--- config.mk ---
export PLATFORM = sky130hd
export DESIGN_NAME = sqrt_pipe_ctrl_flat
export DESIGN_NICKNAME = d
export VERILOG_FILES = /design/src/rtl/sqrt_pipe_ctrl_if.sv /design/src/rtl/sqrt_pipe_ctrl.sv /design/src/flat_wrapper.sv
export SDC_FILE = /design/constraint.sdc
export NUM_CORES = 1
export LEC_CHECK = 0
export ABC_AREA = 1
export BUFFER_PORTS_ARGS = -buffer_cell sky130_fd_sc_hd__clkbuf_2
export CORE_MARGIN = 1.5
export CORE_UTILIZATION = 52
export DETAILED_ROUTE_END_ITERATION = 10
export PLACE_DENSITY = 0.8
export SLEW_MARGIN = 10
export SYNTH_ARGS = -nofsm -noshare
export SYNTH_HDL_FRONTEND = slang
export SYNTH_SLANG_ARGS = --single-unit
--- constraint.sdc ---
create_clock -name clk -period 1.5 [get_ports clk]
set_clock_uncertainty 0.05 [all_clocks]
set_input_delay 0.15 -clock clk [delete_from_list [all_inputs] [get_ports clk]]
set_output_delay 0.15 -clock clk [all_outputs]
set_load 0.02 [all_outputs]
--- src/rtl/sqrt_pipe_ctrl_if.sv ---
// -----------------------------------------------------------------------------
// sqrt_pipe_ctrl_if
//
// Bundles the two buses of the square-root sequencer:
//   * host side   : start_i / radicand_i / hold_i in, busy_o / done_o / err_o /
//                   root_o / rem_o out.
//   * adder side  : en_pipe_o / issue_o / op_a_o / op_b_o / cin_o out to the
//                   shared pipelined carry-lookahead adder, res_valid_i /
//                   res_i / co_i back from its last stage.
//
// Signal names keep the controller's point of view (_i = into controller,
// _o = out of controller) so that both ends read the same way.
//   slave  : the controller (sqrt_pipe_ctrl).
//   master : the environment, i.e. the host plus the adder pipeline.
// -----------------------------------------------------------------------------
interface sqrt_pipe_ctrl_if;
    // Host handshake
    logic        start_i;
    logic [15:0] radicand_i;
    logic        hold_i;
    logic        busy_o;
    logic        done_o;
    logic        err_o;
    logic [7:0]  root_o;
    logic [8:0]  rem_o;

    // Adder pipeline
    logic        en_pipe_o;
    logic        issue_o;
    logic [15:0] op_a_o;
    logic [15:0] op_b_o;
    logic        cin_o;
    logic        res_valid_i;
    logic [15:0] res_i;
    logic        co_i;

    modport slave (
        input  start_i, radicand_i, hold_i,
        input  res_valid_i, res_i, co_i,
        output busy_o, done_o, err_o, root_o, rem_o,
        output en_pipe_o, issue_o, op_a_o, op_b_o, cin_o
    );

    modport master (
        output start_i, radicand_i, hold_i,
        output res_valid_i, res_i, co_i,
        input  busy_o, done_o, err_o, root_o, rem_o,
        input  en_pipe_o, issue_o, op_a_o, op_b_o, cin_o
    );
endinterface

--- src/rtl/sqrt_pipe_ctrl.sv ---
// -----------------------------------------------------------------------------
// sqrt_pipe_ctrl
//
// Sequencer for the digit-by-digit integer square root of a 16-bit radicand.
// Each of the 8 iterations forms the trial subtraction
//     {rem, next two radicand bits} - {root, 2'b01}
// on the shared pipelined adder (A + ~B + 1), waits PIPE_LAT cycles for the
// result, and then shifts one root bit in.  One operation in flight at a time.
//
// Parameters
//   PIPE_LAT    adder latency from issue edge to res_valid_i (1..4).
//
// Ports
//   clk         rising-edge clock.
//   rst         synchronous, active-high reset.
//   bus.slave   host handshake and adder pipeline signals (sqrt_pipe_ctrl_if):
//     start_i     start request, only looked at in IDLE.
//     radicand_i  captured on the accepted start edge.
//     hold_i      global stall: freezes the controller and the adder pipe.
//     busy_o      high in every state except IDLE.
//     done_o      one-cycle pulse; root_o/rem_o are valid in that cycle.
//     err_o       one-cycle pulse; adder result did not arrive in time.
//     root_o      8-bit root, held until the next completed operation.
//     rem_o       9-bit remainder radicand - root^2, held likewise.
//     en_pipe_o   enable for every adder pipeline register (= !hold_i).
//     issue_o     valid token into adder stage 1.
//     op_a_o      adder operand A.
//     op_b_o      adder operand B, already inverted.
//     cin_o       adder carry-in, tied to 1 (subtract).
//     res_valid_i valid token out of the last adder stage.
//     res_i       adder sum.
//     co_i        adder carry-out; 1 means A >= B.
// -----------------------------------------------------------------------------
module sqrt_pipe_ctrl #(
    parameter int PIPE_LAT = 2
) (
    input  logic             clk,
    input  logic             rst,
    sqrt_pipe_ctrl_if.slave  bus
);

    localparam logic [1:0] S_IDLE  = 2'd0;
    localparam logic [1:0] S_ISSUE = 2'd1;
    localparam logic [1:0] S_WAIT  = 2'd2;
    localparam logic [1:0] S_DONE  = 2'd3;

    // to_q counts missed cycles in WAIT; seeing it at PIPE_LAT-1 with no
    // result means this cycle is the PIPE_LAT-th miss.
    localparam logic [2:0] TO_LAST = 3'(PIPE_LAT - 1);
    localparam logic [2:0] IT_LAST = 3'd7;

    // -------------------------------------------------------------------------
    // State
    // -------------------------------------------------------------------------
    logic [1:0]  state_q,    state_d;
    logic [15:0] rad_q,      rad_d;
    logic [8:0]  rem_q,      rem_d;
    logic [7:0]  root_q,     root_d;
    logic [2:0]  it_q,       it_d;
    logic [2:0]  to_q,       to_d;
    logic [7:0]  root_out_q, root_out_d;
    logic [8:0]  rem_out_q,  rem_out_d;
    logic        err_q,      err_d;

    // -------------------------------------------------------------------------
    // Iteration datapath
    // -------------------------------------------------------------------------
    logic [10:0] rem_sh;
    logic [9:0]  trial;
    logic [7:0]  root_nx;
    logic [8:0]  rem_nx;

    assign rem_sh = {rem_q, rad_q[15:14]};
    assign trial  = {root_q, 2'b01};

    // Carry-out set means the trial fits: keep the difference, shift in a 1.
    // Otherwise the shifted remainder stands and a 0 is shifted in.  The
    // remainder never exceeds 2*root, so only the low 9 bits carry content.
    assign root_nx = {root_q[6:0], bus.co_i};
    assign rem_nx  = bus.co_i ? bus.res_i[8:0] : rem_sh[8:0];

    // Upper sum bits are zero for every subtraction the controller consumes.
    logic unused_res_hi;
    assign unused_res_hi = ^bus.res_i[15:9];

    // -------------------------------------------------------------------------
    // Next-state logic
    // -------------------------------------------------------------------------
    always_comb begin
        state_d    = state_q;
        rad_d      = rad_q;
        rem_d      = rem_q;
        root_d     = root_q;
        it_d       = it_q;
        to_d       = to_q;
        root_out_d = root_out_q;
        rem_out_d  = rem_out_q;
        err_d      = 1'b0;

        // A held cycle changes nothing; the whole sequencer simply stretches.
        if (!bus.hold_i) begin
            case (state_q)
                S_IDLE: begin
                    if (bus.start_i) begin
                        rad_d   = bus.radicand_i;
                        rem_d   = '0;
                        root_d  = '0;
                        it_d    = '0;
                        state_d = S_ISSUE;
                    end
                end

                S_ISSUE: begin
                    to_d    = '0;
                    state_d = S_WAIT;
                end

                S_WAIT: begin
                    if (bus.res_valid_i) begin
                        rem_d  = rem_nx;
                        root_d = root_nx;
                        rad_d  = {rad_q[13:0], 2'b00};
                        it_d   = it_q + 3'd1;
                        if (it_q == IT_LAST) begin
                            // Result registers load on the way into DONE so
                            // they are already valid while done_o is high.
                            root_out_d = root_nx;
                            rem_out_d  = rem_nx;
                            state_d    = S_DONE;
                        end else begin
                            state_d = S_ISSUE;
                        end
                    end else begin
                        to_d = to_q + 3'd1;
                        if (to_q == TO_LAST) begin
                            err_d   = 1'b1;
                            state_d = S_IDLE;
                        end
                    end
                end

                S_DONE: begin
                    state_d = S_IDLE;
                end

                default: begin
                    state_d = S_IDLE;
                end
            endcase
        end
    end

    // -------------------------------------------------------------------------
    // Registers
    // -------------------------------------------------------------------------
    always_ff @(posedge clk) begin
        if (rst) begin
            state_q    <= S_IDLE;
            rad_q      <= '0;
            rem_q      <= '0;
            root_q     <= '0;
            it_q       <= '0;
            to_q       <= '0;
            root_out_q <= '0;
            rem_out_q  <= '0;
            err_q      <= 1'b0;
        end else begin
            state_q    <= state_d;
            rad_q      <= rad_d;
            rem_q      <= rem_d;
            root_q     <= root_d;
            it_q       <= it_d;
            to_q       <= to_d;
            root_out_q <= root_out_d;
            rem_out_q  <= rem_out_d;
            err_q      <= err_d;
        end
    end

    // -------------------------------------------------------------------------
    // Outputs
    // -------------------------------------------------------------------------
    // Operands are only meaningful in ISSUE; elsewhere they rest at 0 - 0.
    assign bus.op_a_o    = (state_q == S_ISSUE) ? {5'b0, rem_sh}   : 16'h0000;
    assign bus.op_b_o    = (state_q == S_ISSUE) ? ~{6'b0, trial}   : 16'hFFFF;
    assign bus.cin_o     = 1'b1;
    assign bus.issue_o   = (state_q == S_ISSUE) && !bus.hold_i;
    // The adder keeps running in IDLE so stale tokens drain out.
    assign bus.en_pipe_o = !bus.hold_i;
    assign bus.busy_o    = (state_q != S_IDLE);
    assign bus.done_o    = (state_q == S_DONE);
    assign bus.err_o     = err_q;
    assign bus.root_o    = root_out_q;
    assign bus.rem_o     = rem_out_q;

endmodule

--- src/flat_wrapper.sv ---
// flat-port wrapper written by rule: the top's interface ports become plain ports
module sqrt_pipe_ctrl_flat 
#(
    parameter int PIPE_LAT = 2
)
  (clk, rst, bus_start_i, bus_radicand_i, bus_hold_i, bus_res_valid_i, bus_res_i, bus_co_i, bus_busy_o, bus_done_o, bus_err_o, bus_root_o, bus_rem_o, bus_en_pipe_o, bus_issue_o, bus_op_a_o, bus_op_b_o, bus_cin_o);
  sqrt_pipe_ctrl_if bus_i ();
  input  logic clk;
  input  logic rst;
  input wire logic [$bits(bus_i.start_i)-1:0] bus_start_i;
  input wire logic [$bits(bus_i.radicand_i)-1:0] bus_radicand_i;
  input wire logic [$bits(bus_i.hold_i)-1:0] bus_hold_i;
  input wire logic [$bits(bus_i.res_valid_i)-1:0] bus_res_valid_i;
  input wire logic [$bits(bus_i.res_i)-1:0] bus_res_i;
  input wire logic [$bits(bus_i.co_i)-1:0] bus_co_i;
  output wire logic [$bits(bus_i.busy_o)-1:0] bus_busy_o;
  output wire logic [$bits(bus_i.done_o)-1:0] bus_done_o;
  output wire logic [$bits(bus_i.err_o)-1:0] bus_err_o;
  output wire logic [$bits(bus_i.root_o)-1:0] bus_root_o;
  output wire logic [$bits(bus_i.rem_o)-1:0] bus_rem_o;
  output wire logic [$bits(bus_i.en_pipe_o)-1:0] bus_en_pipe_o;
  output wire logic [$bits(bus_i.issue_o)-1:0] bus_issue_o;
  output wire logic [$bits(bus_i.op_a_o)-1:0] bus_op_a_o;
  output wire logic [$bits(bus_i.op_b_o)-1:0] bus_op_b_o;
  output wire logic [$bits(bus_i.cin_o)-1:0] bus_cin_o;
  assign bus_i.start_i = bus_start_i;
  assign bus_i.radicand_i = bus_radicand_i;
  assign bus_i.hold_i = bus_hold_i;
  assign bus_i.res_valid_i = bus_res_valid_i;
  assign bus_i.res_i = bus_res_i;
  assign bus_i.co_i = bus_co_i;
  assign bus_busy_o = bus_i.busy_o;
  assign bus_done_o = bus_i.done_o;
  assign bus_err_o = bus_i.err_o;
  assign bus_root_o = bus_i.root_o;
  assign bus_rem_o = bus_i.rem_o;
  assign bus_en_pipe_o = bus_i.en_pipe_o;
  assign bus_issue_o = bus_i.issue_o;
  assign bus_op_a_o = bus_i.op_a_o;
  assign bus_op_b_o = bus_i.op_b_o;
  assign bus_cin_o = bus_i.cin_o;
  sqrt_pipe_ctrl #(.PIPE_LAT(PIPE_LAT)) u_core (.clk(clk), .rst(rst), .bus(bus_i));
endmodule
==> summary.txt <==
WP data required -> 1.30 ns
worst-path maximum fanout -> 13
asr flop ratio synth -> 0
final hold vios -> 0
Static Leak -> 2.12 nW
top post-synthesis cells by count -> 149 x nand2_1, 119 x nor2_1, 66 x inv_1
placer's final routability congestion estimate -> 0.795
met1 Track Usage GR -> 0.269
CTS Root Cell -> clkbuf_8
class of the worst hold path -> in2reg
Synth Instances -> 505
CP Class -> reg2out
synthesis-to-finish area growth -> 29.9%
# IOs -> 93
critical path startpoint -> u_core.state_q[0]$_SDFFE_PP0P_
Remaining DRCs -> 0
Top delay family on crit path -> buffers and inverters
Synth top area share -> 0.379
critical hold path startpoint -> bus_hold_i
total power -> 4.11 mW
worst path buffer plus inverter count -> 4
total wire length -> 7650 µm
GR peak layer -> met2
met3 GRT Util -> 0.0670
first-pass GRT wire length -> 12000 µm
Final Cycle Share -> 0.994
max capacitance violation total -> 0
wire length per cell -> 11.4 µm
input/output buffers -> 72
Die Ht -> 80.4 µm
clock buffer depth -> 2
Die Width -> 80.4 µm
TritonCTS buffer count -> 9
syn avg cell area -> 6.16 µm²
most used cell, CP -> inv_2
unrepaired setup endpoints after global routing -> true
# diodes -> 0
Crit-path slowest cell -> dfxtp_2
most frequent cell after synthesis -> nand2_1
critical path arrival -> 1.29 ns
warnings from Yosys -> 0
post-synthesis register bit count -> 59
DR vias -> 3163
Cell Rows -> 27
Starting Density -> 0.552
unique cell type count in the Yosys netlist -> 24
total grt overflow -> 0
share of layout cells above drive strength 1 -> 0.250
Final Util -> 0.717
core area -> 0.00564 mm²
# nets final -> 633
outcome -> completed
Skew-Pair Late Insertion Delay -> 0.35 ns
Yosys top cell by area -> dfxtp_1
initial antenna violation count -> 0
crit-path cells -> inv_2, nor2_4, inv_2, buf_12, nor2_1, buf_4
Setup violations, final -> 0
CP endpoint kind -> primary output
Synth Flop Type -> dfxtp_1
Worst-path clk slew -> 0.06 ns
DRT antenna net count -> 0
Slew Limit Fails -> 0
top post-synthesis cells by area -> dfxtp_1 38%, nand2_1 18%, nor2_1 14%
grt met2 use -> 0.426
Initial DRC Count -> 159
Pwr Density -> 1020 mW/mm²
post-layout minimum cycle time -> 1.49 ns
largest net degree at the start of global routing -> 41
CTS tree -> built
drt first pass iters -> 4
clock sink total -> 59
H-Tree Depth -> 3
die area -> 0.00646 mm²
Max stage delay on crit path -> 0.33 ns
number of flops mapped to enable cells by yosys -> 0
DP HPWL -> 4870 µm
number of global-route vias before repair -> 2842
RR Startpoint -> u_core.state_q[0]$_SDFFE_PP0P_
Synth Cell Area -> 0.00311 mm²
Seq/Total Area, Yosys -> 0.379
via/cell ratio -> 4.74
Fmax -> 671 MHz
Setup crit start kind -> flop
overall track demand over capacity in global routing -> 0.239
worst vdd ir -> 0.000839 V
-- where the power goes --
part	leakage, nW	internal, mW	switching [mW]
Sequential	0.484	1.68	0.0597
Combinational	1.54	0.356	0.566
Clock	0.0991	0.803	0.652
-- cell usage in the layout, fill, tap and decap left out, types with 2 or more instances in the layout --
master / Yosys / final
buf_6: 3 / 10
nor2_1: 119 / 111
ha_4: 0 / 2
nand2_4: 1 / 2
conb_1: 2 / 13
nand3_1: 17 / 17
nor2_2: 2 / 7
o21ai_1: 0 / 6
o21ai_2: 0 / 5
buf_12: 0 / 2
nor2_4: 1 / 4
nand2_1: 149 / 147
clkinv_2: 0 / 3
nand2_2: 1 / 2
inv_2: 2 / 2
buf_8: 0 / 2
dfxtp_2: 0 / 3
clkbuf_2: 0 / 60
a21oi_1: 3 / 3
buf_4: 14 / 26
clkbuf_8: 0 / 10
o21ai_0: 34 / 23
ha_1: 4 / 2
inv_1: 66 / 65
a21oi_4: 2 / 2
clkbuf_16: 0 / 2
dfxtp_1: 59 / 55
-- cell type report --
class	instances	area (µm²)
fillers	455	1600
multi-input cells	350	1570
well taps	72	90.1
clock inverters	5	52.6
clock buffers	11	141
repair buffers	103	738
inverters	68	260
flip-flops and latches	59	1190
-- routing by layer --
layer | wire (µm) | up-vias | part of all wire
met5 | 0 | - | 0
met4 | 158 | 0 | 0.021
met3 | 393 | 16 | 0.051
met2 | 3850 | 89 | 0.50
met1 | 3240 | 1415 | 0.42
li1 | - | 1643 | -
-- cells by family after synthesis --
family,count (synthesis),synth area share
AO/OA/AOI/OAI,39,0.0699
adder cells (fa/ha/maj),4,0.0161
buffers and inverters,107,0.159
flip-flops,59,0.379
other,2,0.00241
AND/OR/NAND/NOR,294,0.373
-- flip-flops by register name (all words and copies together) (netlist names) --
register           flops
u_core.bus.err_o       1
u_core.bus.rem_o       9
u_core.bus.root_o      8
u_core.it_q            3
u_core.rad_q          16
u_core.rem_q           9
u_core.root_q          8
u_core.state_q         2
u_core.to_q            3
-- tightest hold or removal path, stage by stage --
cell and delay [ns]:
clkbuf_2 0.13, nand2_1 0.08, a21oi_1 0.06
-- path summary, 6_finish.rpt --
| check | endpoint | slack [ns] | cells past startpoint |
|---|---|---|---|
| worst min register to register | u_core.bus.root_o[3]$_SDFFE_PP0P_ | 0.43 | 2 |
| worst min-delay path | u_core.state_q[0]$_SDFFE_PP0P_ | 0.07 | 3 |
| worst max-delay path | bus_op_a_o[6] | 0.009 | 6 |
| worst max register to register | u_core.rad_q[8]$_SDFFE_PP0P_ | 0.05 | 8 |
-- metrics by stage --
step / std cells / hold WS (ns) / TNS, ns / cell area, µm² / setup WS (ns)
finish: 668 / 0.0663 / 0 / 4050 / 0.00882
global route: 668 / 0.0913 / -0.839 / 4050 / -0.0620
CTS: 661 / 0.0634 / 0 / 3810 / 0.000713
detailed placement: 642 / 0.324 / -0.342 / 3550 / -0.0574
global placement: 642 / 0.315 / 0 / 3550 / 0.0325
floorplan: 516 / 0.169 / -0.0824 / 3150 / -0.00916
-- what timing repair did --
action,4_1_cts,5_1_grt
buffers inserted,2,4
pin swaps,1,2
hold endpoints to repair,2,0
cloned,0,3
hold buffers,1,0
gates resized for setup,20,59
setup endpoints to repair,54,72
(Power assumes the default switching activity.)
